### src/rtl/alu_issue_ctrl.sv
`default_nettype none
// +----------------------------------------------------------------------------+
// | alu_issue_ctrl : decodes RV32I ALU fields, issues operands to the ALU and  |
// | returns the captured result over a valid/ready port.                       |
// | Optional feature macro: ALU_ISSUE_ILLEGAL_EN (flags unsupported ops).      |
// | Revision: 1.0                                                              |
// +----------------------------------------------------------------------------+
module alu_issue_ctrl #(
  parameter int XLEN   = 32,
  parameter int CTRL_W = 4
) (
  input  logic              clk,
  input  logic              rst_n,
  input  logic              req_valid,
  output logic              req_ready,
  input  logic              req_is_imm,
  input  logic [2:0]        req_funct3,
  input  logic              req_funct7b5,
  input  logic [XLEN-1:0]   req_rs1,
  input  logic [XLEN-1:0]   req_rs2,
  input  logic [XLEN-1:0]   req_imm,
  output logic [XLEN-1:0]   alu_a,
  output logic [XLEN-1:0]   alu_b,
  output logic [CTRL_W-1:0] alu_control,
  input  logic [XLEN-1:0]   alu_out,
  input  logic              alu_zero,
  output logic              rsp_valid,
  input  logic              rsp_ready,
  output logic [XLEN-1:0]   rsp_result,
  output logic              rsp_zero
`ifdef ALU_ISSUE_ILLEGAL_EN
  ,
  output logic              rsp_illegal
`endif
);

  localparam logic [CTRL_W-1:0] C_AND = CTRL_W'(4'b1110);
  localparam logic [CTRL_W-1:0] C_OR  = CTRL_W'(4'b0001);
  localparam logic [CTRL_W-1:0] C_ADD = CTRL_W'(4'b0010);
  localparam logic [CTRL_W-1:0] C_XOR = CTRL_W'(4'b0011);
  localparam logic [CTRL_W-1:0] C_SLL = CTRL_W'(4'b0100);
  localparam logic [CTRL_W-1:0] C_SRL = CTRL_W'(4'b0101);
  localparam logic [CTRL_W-1:0] C_SUB = CTRL_W'(4'b0110);
  localparam logic [CTRL_W-1:0] C_SLT = CTRL_W'(4'b0111);

  typedef enum logic [1:0] {
    S_IDLE = 2'd0,
    S_EXEC = 2'd1,
    S_RESP = 2'd2
  } state_t;

  state_t              r_state;
  state_t              w_next;
  logic                w_accept;
  logic                w_capture;
  logic                w_release;
  logic [CTRL_W-1:0]   w_ctrl;
  logic [XLEN-1:0]     w_b_sel;

  logic [XLEN-1:0]     r_alu_a;
  logic [XLEN-1:0]     r_alu_b;
  logic [CTRL_W-1:0]   r_alu_ctrl;
  logic                r_rsp_valid;
  logic [XLEN-1:0]     r_rsp_result;
  logic                r_rsp_zero;

  // Unsupported encodings (SLTU, SRA/SRAI) fall back to ADD.
  always_comb begin
    w_ctrl = C_ADD;
    case (req_funct3)
      3'b000:  w_ctrl = (!req_is_imm && req_funct7b5) ? C_SUB : C_ADD;
      3'b001:  w_ctrl = C_SLL;
      3'b010:  w_ctrl = C_SLT;
      3'b100:  w_ctrl = C_XOR;
      3'b101:  w_ctrl = req_funct7b5 ? C_ADD : C_SRL;
      3'b110:  w_ctrl = C_OR;
      3'b111:  w_ctrl = C_AND;
      default: w_ctrl = C_ADD;
    endcase
  end

  assign w_b_sel = req_is_imm ? req_imm : req_rs2;

  always_ff @(posedge clk or negedge rst_n) begin
    if (!rst_n) begin
      r_state <= S_IDLE;
    end else begin
      r_state <= w_next;
    end
  end

  always_comb begin
    w_next    = r_state;
    req_ready = 1'b0;
    w_accept  = 1'b0;
    w_capture = 1'b0;
    w_release = 1'b0;
    case (r_state)
      S_IDLE: begin
        req_ready = 1'b1;
        if (req_valid) begin
          w_accept = 1'b1;
          w_next   = S_EXEC;
        end
      end
      S_EXEC: begin
        w_capture = 1'b1;
        w_next    = S_RESP;
      end
      S_RESP: begin
        if (rsp_ready) begin
          w_release = 1'b1;
          w_next    = S_IDLE;
        end
      end
      default: w_next = S_IDLE;
    endcase
  end

  always_ff @(posedge clk or negedge rst_n) begin
    if (!rst_n) begin
      r_alu_a    <= '0;
      r_alu_b    <= '0;
      r_alu_ctrl <= '0;
    end else if (w_accept) begin
      r_alu_a    <= req_rs1;
      r_alu_b    <= w_b_sel;
      r_alu_ctrl <= w_ctrl;
    end
  end

`ifdef ALU_ISSUE_ILLEGAL_EN
  logic w_unsup;
  logic r_op_unsup;
  logic r_rsp_illegal;

  assign w_unsup = (req_funct3 == 3'b011) || ((req_funct3 == 3'b101) && req_funct7b5);

  always_ff @(posedge clk or negedge rst_n) begin
    if (!rst_n) begin
      r_op_unsup <= 1'b0;
    end else if (w_accept) begin
      r_op_unsup <= w_unsup;
    end
  end

  // Flagged ops still run through the ALU, but the response is zeroed.
  always_ff @(posedge clk or negedge rst_n) begin
    if (!rst_n) begin
      r_rsp_result  <= '0;
      r_rsp_zero    <= 1'b0;
      r_rsp_illegal <= 1'b0;
    end else if (w_capture) begin
      r_rsp_result  <= r_op_unsup ? '0 : alu_out;
      r_rsp_zero    <= r_op_unsup ? 1'b0 : alu_zero;
      r_rsp_illegal <= r_op_unsup;
    end
  end

  assign rsp_illegal = r_rsp_illegal;
`else
  always_ff @(posedge clk or negedge rst_n) begin
    if (!rst_n) begin
      r_rsp_result <= '0;
      r_rsp_zero   <= 1'b0;
    end else if (w_capture) begin
      r_rsp_result <= alu_out;
      r_rsp_zero   <= alu_zero;
    end
  end
`endif

  always_ff @(posedge clk or negedge rst_n) begin
    if (!rst_n) begin
      r_rsp_valid <= 1'b0;
    end else if (w_capture) begin
      r_rsp_valid <= 1'b1;
    end else if (w_release) begin
      r_rsp_valid <= 1'b0;
    end
  end

  assign alu_a       = r_alu_a;
  assign alu_b       = r_alu_b;
  assign alu_control = r_alu_ctrl;
  assign rsp_valid   = r_rsp_valid;
  assign rsp_result  = r_rsp_result;
  assign rsp_zero    = r_rsp_zero;

endmodule
`default_nettype wire

### config.mk
export PLATFORM = sky130hd
export DESIGN_NAME = alu_issue_ctrl
export DESIGN_NICKNAME = d
export VERILOG_FILES = /design/src/rtl/alu_issue_ctrl.sv
export SDC_FILE = /design/constraint.sdc
export NUM_CORES = 1
export LEC_CHECK = 0
export BUFFER_PORTS_ARGS = -buffer_cell sky130_fd_sc_hd__buf_2
export CAP_MARGIN = 20
export CORE_MARGIN = 5
export CORE_UTILIZATION = 45
export DETAILED_ROUTE_END_ITERATION = 12
export GPL_TIMING_DRIVEN = 0
export PLACE_DENSITY_LB_ADDON = 0.25
export SYNTH_ARGS = -nofsm -noshare
export SYNTH_HDL_FRONTEND = slang
export SYNTH_SLANG_ARGS = --single-unit
### constraint.sdc
create_clock -name clk -period 3.02 [get_ports clk]
set_input_delay 0.906 -clock clk [delete_from_list [all_inputs] [get_ports clk]]
set_output_delay 0.906 -clock clk [all_outputs]
set_load 0.005 [all_outputs]
==> results of run 1 <==
-- flip-flops by register name, summed over array words and instances (netlist names) --
register and flops:
alu_control 4, rsp_zero 1, alu_a 32, alu_b 32, r_state 2, rsp_valid 1
rsp_result 32
-- logic make-up (layout without fill, tap and decap cells) --
kind of cell | count (synthesis) | after routing | share of synthesized area (%)
buffers and inverters | 22 | 277 | 2.531
DFF | 104 | 104 | 61.94
AOI/OAI and AO/OA | 43 | 43 | 5.569
and+or+nand+nor | 48 | 48 | 4.914
muxes | 97 | 97 | 25.04
-- area by class of cell --
type                    count  area [um^2]
inverters                   2        7.507
plain buffers              20        98.84
multi-input cells         188         1493
well taps                 111        138.9
clock buffers              10        137.6
clock inverters             5        63.81
fillers                   760         3385
flip-flops and latches    104         2603
repair buffers            240         1226
-- power groups by stage --
stage,Clock [mW],Sequential (mW),Combinational (mW)
finish,0.878,2.42,2.01
global route,0.959,2.52,2.23
CTS,0.901,2.42,2.07
detailed placement,0,2.44,2.07
global placement,0,2.42,2.01
floorplan,0,2.51,0.914
-- synth_stat cells --
library cell,instances
a211oi_1,1
a21boi_0,1
a21o_1,1
a21oi_1,3
and3b_1,1
buf_2,7
buf_6,2
clkbuf_1,11
dfrtp_1,104
inv_1,2
mux2_2,65
mux2i_1,32
nand2_1,37
nand2b_1,1
nand3_1,1
nor2_1,2
nor2b_1,2
nor3_1,1
nor3b_1,1
o21ai_0,36
o41ai_2,1
or2_2,1
or3b_1,1
-- stage by stage --
stage	setup slack [ns]	std cells
4_1_cts	1.031	680
3_3_place_gp	0.0008966	664
2_1_floorplan	0.9855	314
3_5_place_dp	0.6466	665
5_1_grt	0.9541	680
6_report	1.033	680
-- tightest hold or removal path: stages (launching register included) --
cell and delay [ns]:
dfrtp_1 0.35, nand2_1 0.04, o21ai_0 0.06
-- how the worst max path moves through the flow --
stage / startpoint / endpoint / slack (ns) / cells past startpoint
2_1_floorplan: req_valid / alu_control[2] / 0.99 / 5
3_3_place_gp: rst_n / alu_a[23] / 0.0009 / 1
3_5_place_dp: req_is_imm / alu_b[6] / 0.65 / 4
4_1_cts: req_is_imm / alu_b[6] / 1.03 / 4
5_1_grt: req_is_imm / alu_b[5] / 0.95 / 4
6_report: req_is_imm / alu_b[6] / 1.03 / 4
-- metal layers --
metal | wire length, um | vias to the layer above
met5 | 0 | -
met3 | 839 | 11
li1 | - | 1590
met4 | 142 | 0
met1 | 4319 | 1536
met2 | 5388 | 138
-- layout by cell type (no fill, tap or decap) --
cell type / synthesis / layout
buf_2: 7 / 245
dfrtp_1: 104 / 104
mux2_2: 65 / 65
nand2_1: 37 / 37
o21ai_0: 36 / 36
mux2i_1: 32 / 32
clkbuf_1: 11 / 11
clkbuf_8: 0 / 10
a21oi_1: 3 / 3
nor2_1: 2 / 2
buf_6: 2 / 2
nor2b_1: 2 / 2
inv_1: 2 / 2
inv_6: 0 / 2
or3b_1: 1 / 1
nand2b_1: 1 / 1
a21boi_0: 1 / 1
nor3_1: 1 / 1
o41ai_2: 1 / 1
and3b_1: 1 / 1
a211oi_1: 1 / 1
a21o_1: 1 / 1
nand3_1: 1 / 1
nor3b_1: 1 / 1
or2_2: 1 / 1
bufinv_16: 0 / 1
clkinv_4: 0 / 1
clkinvlp_4: 0 / 1
buf_4: 0 / 1
buf_16: 0 / 1
==> out/qor.log, run 1 <==
INFO  sta            max_clock_freq=0.5032GHz
INFO  clock_tree     clk-insertion-delay-late=0.36ns
INFO  sta            final_clock_period_utilization_by_the_worst_path=65.80%
INFO  place          dp_hpwl=8571um
INFO  grt            vias_in_the_first_global_route=3442
INFO  power_and_ir_drop total_power=5.308mW
INFO  power_and_ir_drop cellPowerDensity=920.2nW/um^2
INFO  clock_tree     clock_pin_slew_of_the_registers_on_the_worst_case_setup_and_hold_paths=0.09ns
INFO  floorplanning  initial_utilization=45.91%
INFO  critical_path  crit-reg2reg-launch=r_state[0]
INFO  flow_run       number_of_max_cap_violations=0
INFO  grt            globalRouteTotalUtil=19.02%
INFO  sta            timing.final.hold_violations=0
INFO  route          avgRoutedWirePerCell=15.72um
INFO  critical_path  setup.reg_to_reg.worst_slack=1.27ns
INFO  grt            global_route.usage.met1=23.80%
INFO  yosys          post_synth.cell_area_avg=13.38um^2
INFO  yosys          yosysSeqAreaShare=61.94%
INFO  sta            period_minus_slack=1.987ns
INFO  route          num_vias=3275
INFO  yosys          yosysWarningCount=0
INFO  grt            use_met3=5.057%
INFO  critical_path  worst_setup_path_end_kind=register
INFO  floorplanning  die-height=106.6um
INFO  sta            holdWs=0.4782ns
INFO  outcome        run_status=finished clean
INFO  grt            gr-usage-met2=32.01%
INFO  place          placement.cell_area=5567um^2
INFO  critical_path  crit-reg2reg-capture=alu_b[0]
INFO  cells_and_area final_nets=703
INFO  sta            finalMaxSlewViolations=0
INFO  yosys          number_of_register_bits_inferred_by_synthesis=104
INFO  clock_tree     maximum_count_of_clock_buffers_along_a_single_path=2
INFO  critical_path  critPathMaxFanout=10
INFO  cells_and_area share_of_cells_above_drive_strength_1=58.17%
INFO  yosys          synth_top_area_share=61.94%
INFO  yosys          syn-instance-count=314
INFO  clock_tree     post-cts-setup-buffers=0
INFO  worst_hold_path min_from=alu_b[8]
INFO  route          post_route_wl=10690um
INFO  clock_tree     tritoncts=built
INFO  place          io_buffer_count=239
INFO  floorplanning  io-pin-count=241
INFO  cells_and_area utilization=63.02%
INFO  grt            antenna_found_initial=0
INFO  route          routed_via_density=4.816
INFO  route          drt_first_pass_iters=4
INFO  critical_path  crit_chain=buf_2 -> clkbuf_1 -> mux2i_1 -> o21ai_0
INFO  critical_path  r2r.worst_path.cells=6
INFO  sta            finalSetupTns=0ns
INFO  sta            worstMarginPinSlew=0.9164ns
INFO  critical_path  crit_slowest_cell=clkbuf_1
INFO  clock_tree     post_cts_resized=0
INFO  clock_tree     clock_sink_count=104
INFO  floorplanning  num_rows=35
INFO  clock_tree     hold_buffers=0
INFO  worst_hold_path worstHoldPathType=register to register
INFO  place          place_congestion=0.7547
INFO  power_and_ir_drop cellLeakagePower=3.010nW
INFO  floorplanning  core_area=9153um^2
INFO  cells_and_area antenna_cells_inserted=0
INFO  yosys          synthesis.area=4202um^2
INFO  route          detailedRoute.firstIterationViolations=104
INFO  yosys          synthDistinctLibCells=23
INFO  grt            maximum_number_of_pins_on_one_net_before_global_route_repair=59
INFO  critical_path  arrival=2.21ns
INFO  floorplanning  die_area=11370um^2
INFO  yosys          postSynthNetCount=452
INFO  clock_tree     cts-htree-levels=3
INFO  critical_path  worst_path_largest_cell_delay=0.71ns
INFO  critical_path  required=3.24ns
INFO  sta            setup-violations-final=0
INFO  critical_path  critical_path_buf_inv_count=2
INFO  grt            grt.busiest_layer=met2
INFO  power_and_ir_drop ir_drop=0.3452mV
INFO  power_and_ir_drop power_switching=1.697mW
INFO  power_and_ir_drop clock_network_power_share=16.5%
INFO  route          route.antenna.remaining_nets=0
INFO  floorplanning  chipWidth=106.6um
INFO  sta            grt_setup_unrepaired=false
INFO  power_and_ir_drop switching_share=31.98%
INFO  critical_path  startpoint_types=primary input
INFO  grt            grt_overflow_total=0
INFO  critical_path  path_class=primary input to register
INFO  sta            timing.slew.headroom=38.91%
INFO  route          post-route-drc-count=0
INFO  worst_hold_path worst_case_hold_path_end_point=alu_b[8]
INFO  yosys          synthDominantAreaCellType=dfrtp_1
INFO  grt            wire_length_of_the_first_global_routing_pass=17240um
INFO  worst_hold_path min_path_cells=2
INFO  clock_tree     tritoncts.num_buffers=9
INFO  critical_path  critical-path-top-delay-family=buffers and inverters
INFO  power_and_ir_drop power.sequential.fraction=45.5%
INFO  clock_tree     clockRootBuffer=clkbuf_8
INFO  sta            skew=0.01656ns
INFO  power_and_ir_drop pwr-share-comb=38.0%
INFO  cells_and_area design_area=5768um^2
INFO  yosys          yosys-top-cells-area=dfrtp_1, mux2_2, mux2i_1
INFO  cells_and_area areaGrowthSynthToFinish=37.28%
INFO  power_and_ir_drop internal_power=3.610mW
Note: power is estimated with default switching activity, not from simulation.
==> inputs of run 2 (changes only) <==
- CORE_UTILIZATION: 45 -> 40
- clock period: 3.02 -> 1.7 ns (I/O delays scaled with it)
==> run 2 against run 1 <==
Wire length is 4.5% higher. Critical path type is now register to output port. Largest power group unchanged. Die area grew 11%. Power increased by 84%. Cell area grew 2.1%. Highest routed layer unchanged.
==> out/qor.log, run 2 (same netlist as run 1, synthesis figures left out) <==
INFO  cells_and_area areaGrowthSynthToFinish=40.11% [was 37.28%]
INFO  power_and_ir_drop total_power=9.744mW [was 5.308 mW]
INFO  sta            period_minus_slack=1.608ns
INFO  grt            wire_length_of_the_first_global_routing_pass=18240um [was 17240 um]
INFO  critical_path  arrival=1.10ns [was 2.21 ns]
INFO  sta            final_clock_period_utilization_by_the_worst_path=94.57%
INFO  cells_and_area final_nets=704 [was 703]
INFO  place          placement.setup.worst_slack=-0.3251ns [was 0.6466 ns]
INFO  power_and_ir_drop switching_share=30.43% [was 31.98%]
INFO  critical_path  path_class=register to output port [was primary input to register]
INFO  sta            finalMaxSlewViolations=0 [unchanged]
INFO  cells_and_area utilization=57.28% [was 63.02%]
INFO  clock_tree     clk-insertion-delay-late=0.34ns [was 0.36 ns]
INFO  power_and_ir_drop cellLeakagePower=3.057nW [was 3.010 nW]
INFO  place          dp_hpwl=8995um [was 8571 um]
INFO  outcome        run_status=finished clean [unchanged]
INFO  power_and_ir_drop cellPowerDensity=1655nW/um^2 [was 920.2 nW/um^2]
INFO  power_and_ir_drop pwr-share-comb=37.9% [was 38.0%]
INFO  grt            antenna_found_initial=0 [unchanged]
INFO  clock_tree     tritoncts.num_buffers=9 [unchanged]
INFO  floorplanning  num_rows=37 [was 35]
INFO  sta            setup-violations-final=0 [unchanged]
INFO  power_and_ir_drop clock_network_power_share=18.1% [was 16.5%]
INFO  clock_tree     clock_sink_count=104 [unchanged]
INFO  grt            maximum_number_of_pins_on_one_net_before_global_route_repair=66 [was 59]
INFO  route          detailedRoute.firstIterationViolations=68 [was 104]
INFO  floorplanning  core_area=10280um^2 [was 9153 um^2]
INFO  cells_and_area share_of_cells_above_drive_strength_1=59.12% [was 58.17%]
INFO  floorplanning  chipWidth=112.5um [was 106.6 um]
INFO  cells_and_area design_area=5887um^2 [was 5768 um^2]
INFO  floorplanning  die_area=12650um^2 [was 11370 um^2]
INFO  cells_and_area commonest_cells_after_routing_fill_and_taps_aside=buf_2, dfrtp_1, mux2_2, nand2_1, o21ai_0 [unchanged]
INFO  critical_path  required=1.19ns [was 3.24 ns]
INFO  route          drt_first_pass_iters=4 [unchanged]
INFO  place          io_buffer_count=239 [unchanged]
INFO  critical_path  startpoint_types=register [was primary input]
INFO  clock_tree     maximum_count_of_clock_buffers_along_a_single_path=2 [unchanged]
INFO  sta            final_critical_path_setup_slack=0.09230ns [was 1.033 ns]
INFO  power_and_ir_drop internal_power=6.779mW [was 3.610 mW]
INFO  route          wirelength_met1=4506um [was 4319 um]
INFO  clock_tree     clockRootBuffer=clkbuf_8 [unchanged]
INFO  route          avgRoutedWirePerCell=15.82um [was 15.72 um]
INFO  power_and_ir_drop ir_drop=0.6985mV [was 0.3452 mV]
INFO  sta            timing.final.hold_violations=0 [unchanged]
INFO  clock_tree     tritoncts=built [unchanged]
INFO  floorplanning  io-pin-count=241 [unchanged]
INFO  route          post_route_wl=11170um [was 10690 um]
INFO  sta            holdWs=0.1278ns [was 0.4782 ns]
INFO  floorplanning  initial_utilization=40.88% [was 45.91%]
INFO  flow_run       number_of_max_cap_violations=0 [unchanged]
INFO  worst_hold_path worstHoldPathType=primary input to async pin [was register to register]
INFO  route          num_vias=3307 [was 3275]
INFO  sta            timing.slew.headroom=43.91% [was 38.91%]
INFO  floorplanning  die-height=112.5um [was 106.6 um]
INFO  route          post-route-drc-count=0 [unchanged]
INFO  place          place_congestion=0.8471 [was 0.7547]
INFO  clock_tree     clock_pin_slew_of_the_registers_on_the_worst_case_setup_and_hold_paths=0.09ns [about the same]
INFO  route          met2WireLength=5552um [was 5388 um]
INFO  grt            grt_overflow_total=0 [unchanged]
INFO  sta            skew=0.01105ns [was 0.01656 ns]
INFO  route          route.antenna.remaining_nets=0 [unchanged]
INFO  power_and_ir_drop power_switching=2.965mW [was 1.697 mW]
INFO  route          routed_via_density=4.684 [was 4.816]
INFO  route          maxUsedRoutingLayer=met4 [unchanged]
INFO  grt            globalRouteTotalUtil=18.03% [was 19.02%]
INFO  sta            max_clock_freq=0.6220GHz
INFO  critical_path  worst_setup_path_end_kind=output port [was register]
INFO  grt            vias_in_the_first_global_route=3654 [was 3442]
INFO  critical_path  critPathMaxFanout=4 [was 10]
INFO  cells_and_area most_common_cell_after_layout_fill_and_taps_aside=buf_2 [unchanged]
INFO  sta            worstMarginPinSlew=0.8414ns [was 0.9164 ns]
INFO  cells_and_area antenna_cells_inserted=0 [unchanged]
INFO  route          met3RoutedLength=972um [was 839 um]
INFO  place          placement.cell_area=5598um^2 [was 5567 um^2]
INFO  clock_tree     cts-htree-levels=3 [unchanged]
INFO  power_and_ir_drop power.sequential.fraction=43.9% [was 45.5%]
run 2: timing repair:
| action | CTS | global route |
|---|---|---|
| endpoints found under the setup margin | 35 | 73 |
| buffers inserted | 2 | 0 |
| resized for setup | 4 | 20 |
| pin swaps | 0 | 2 |
| hold buffers | 0 | 0 |
| gates cloned | 0 | 0 |
run 2: worst paths after layout:
| kind | startpoint | endpoint | slack (ns) | cells past startpoint |
|---|---|---|---|---|
| setup reg to reg | r_state[1] | alu_a[6] | 0.13 | 4 |
| min in group clk | req_rs1[25] | alu_a[25] | 0.39 | 2 |
| max in group asynchronous | rst_n | rsp_result[4] | 0.88 | 2 |
| setup / recovery | r_state[0] | req_ready | 0.09 | 3 |
| hold reg to reg | alu_b[29] | alu_b[29] | 0.48 | 2 |
| hold / removal | rst_n | rsp_result[24] | 0.13 | 1 |
run 2: metal layers:
layer / track usage, % / up-vias
met5: 0 / -
met4: 6.010 / 0
met3: 5.391 / 10
met2: 30.99 / 153
met1: 21.65 / 1556
li1: - / 1588
run 2: critical path, cell delays in order, from the launching register on:
cell and delay, ns:
dfrtp_1 0.43, buf_6 0.14, nor2_2 0.08, buf_2 0.12
run 2: layout make-up:
type / instances / area [um^2]
plain buffers: 19 / 117.6
clock buffers: 12 / 145.1
clock inverters: 3 / 90.09
fillers: 930 / 4390
inverters: 2 / 7.507
multi-input cells: 188 / 1509
flip-flops and latches: 104 / 2603
well taps: 136 / 170.2
repair buffers: 242 / 1245
run 2: through the flow:
step	TNS [ns]	std cells
3_5_place_dp	-9.645	690
6_report	0	706
3_3_place_gp	-106.97	689
4_1_cts	0	707
2_1_floorplan	0	314
5_1_grt	-0.007595	706
run 2: power groups by stage:
stage	clock network, mW	logic (mW)	registers [mW]
2_1_floorplan	0	1.62	4.45
3_3_place_gp	0	3.61	4.28
3_5_place_dp	0	3.70	4.33
4_1_cts	1.83	3.75	4.29
5_1_grt	1.93	4.12	4.46
6_report	1.77	3.70	4.28
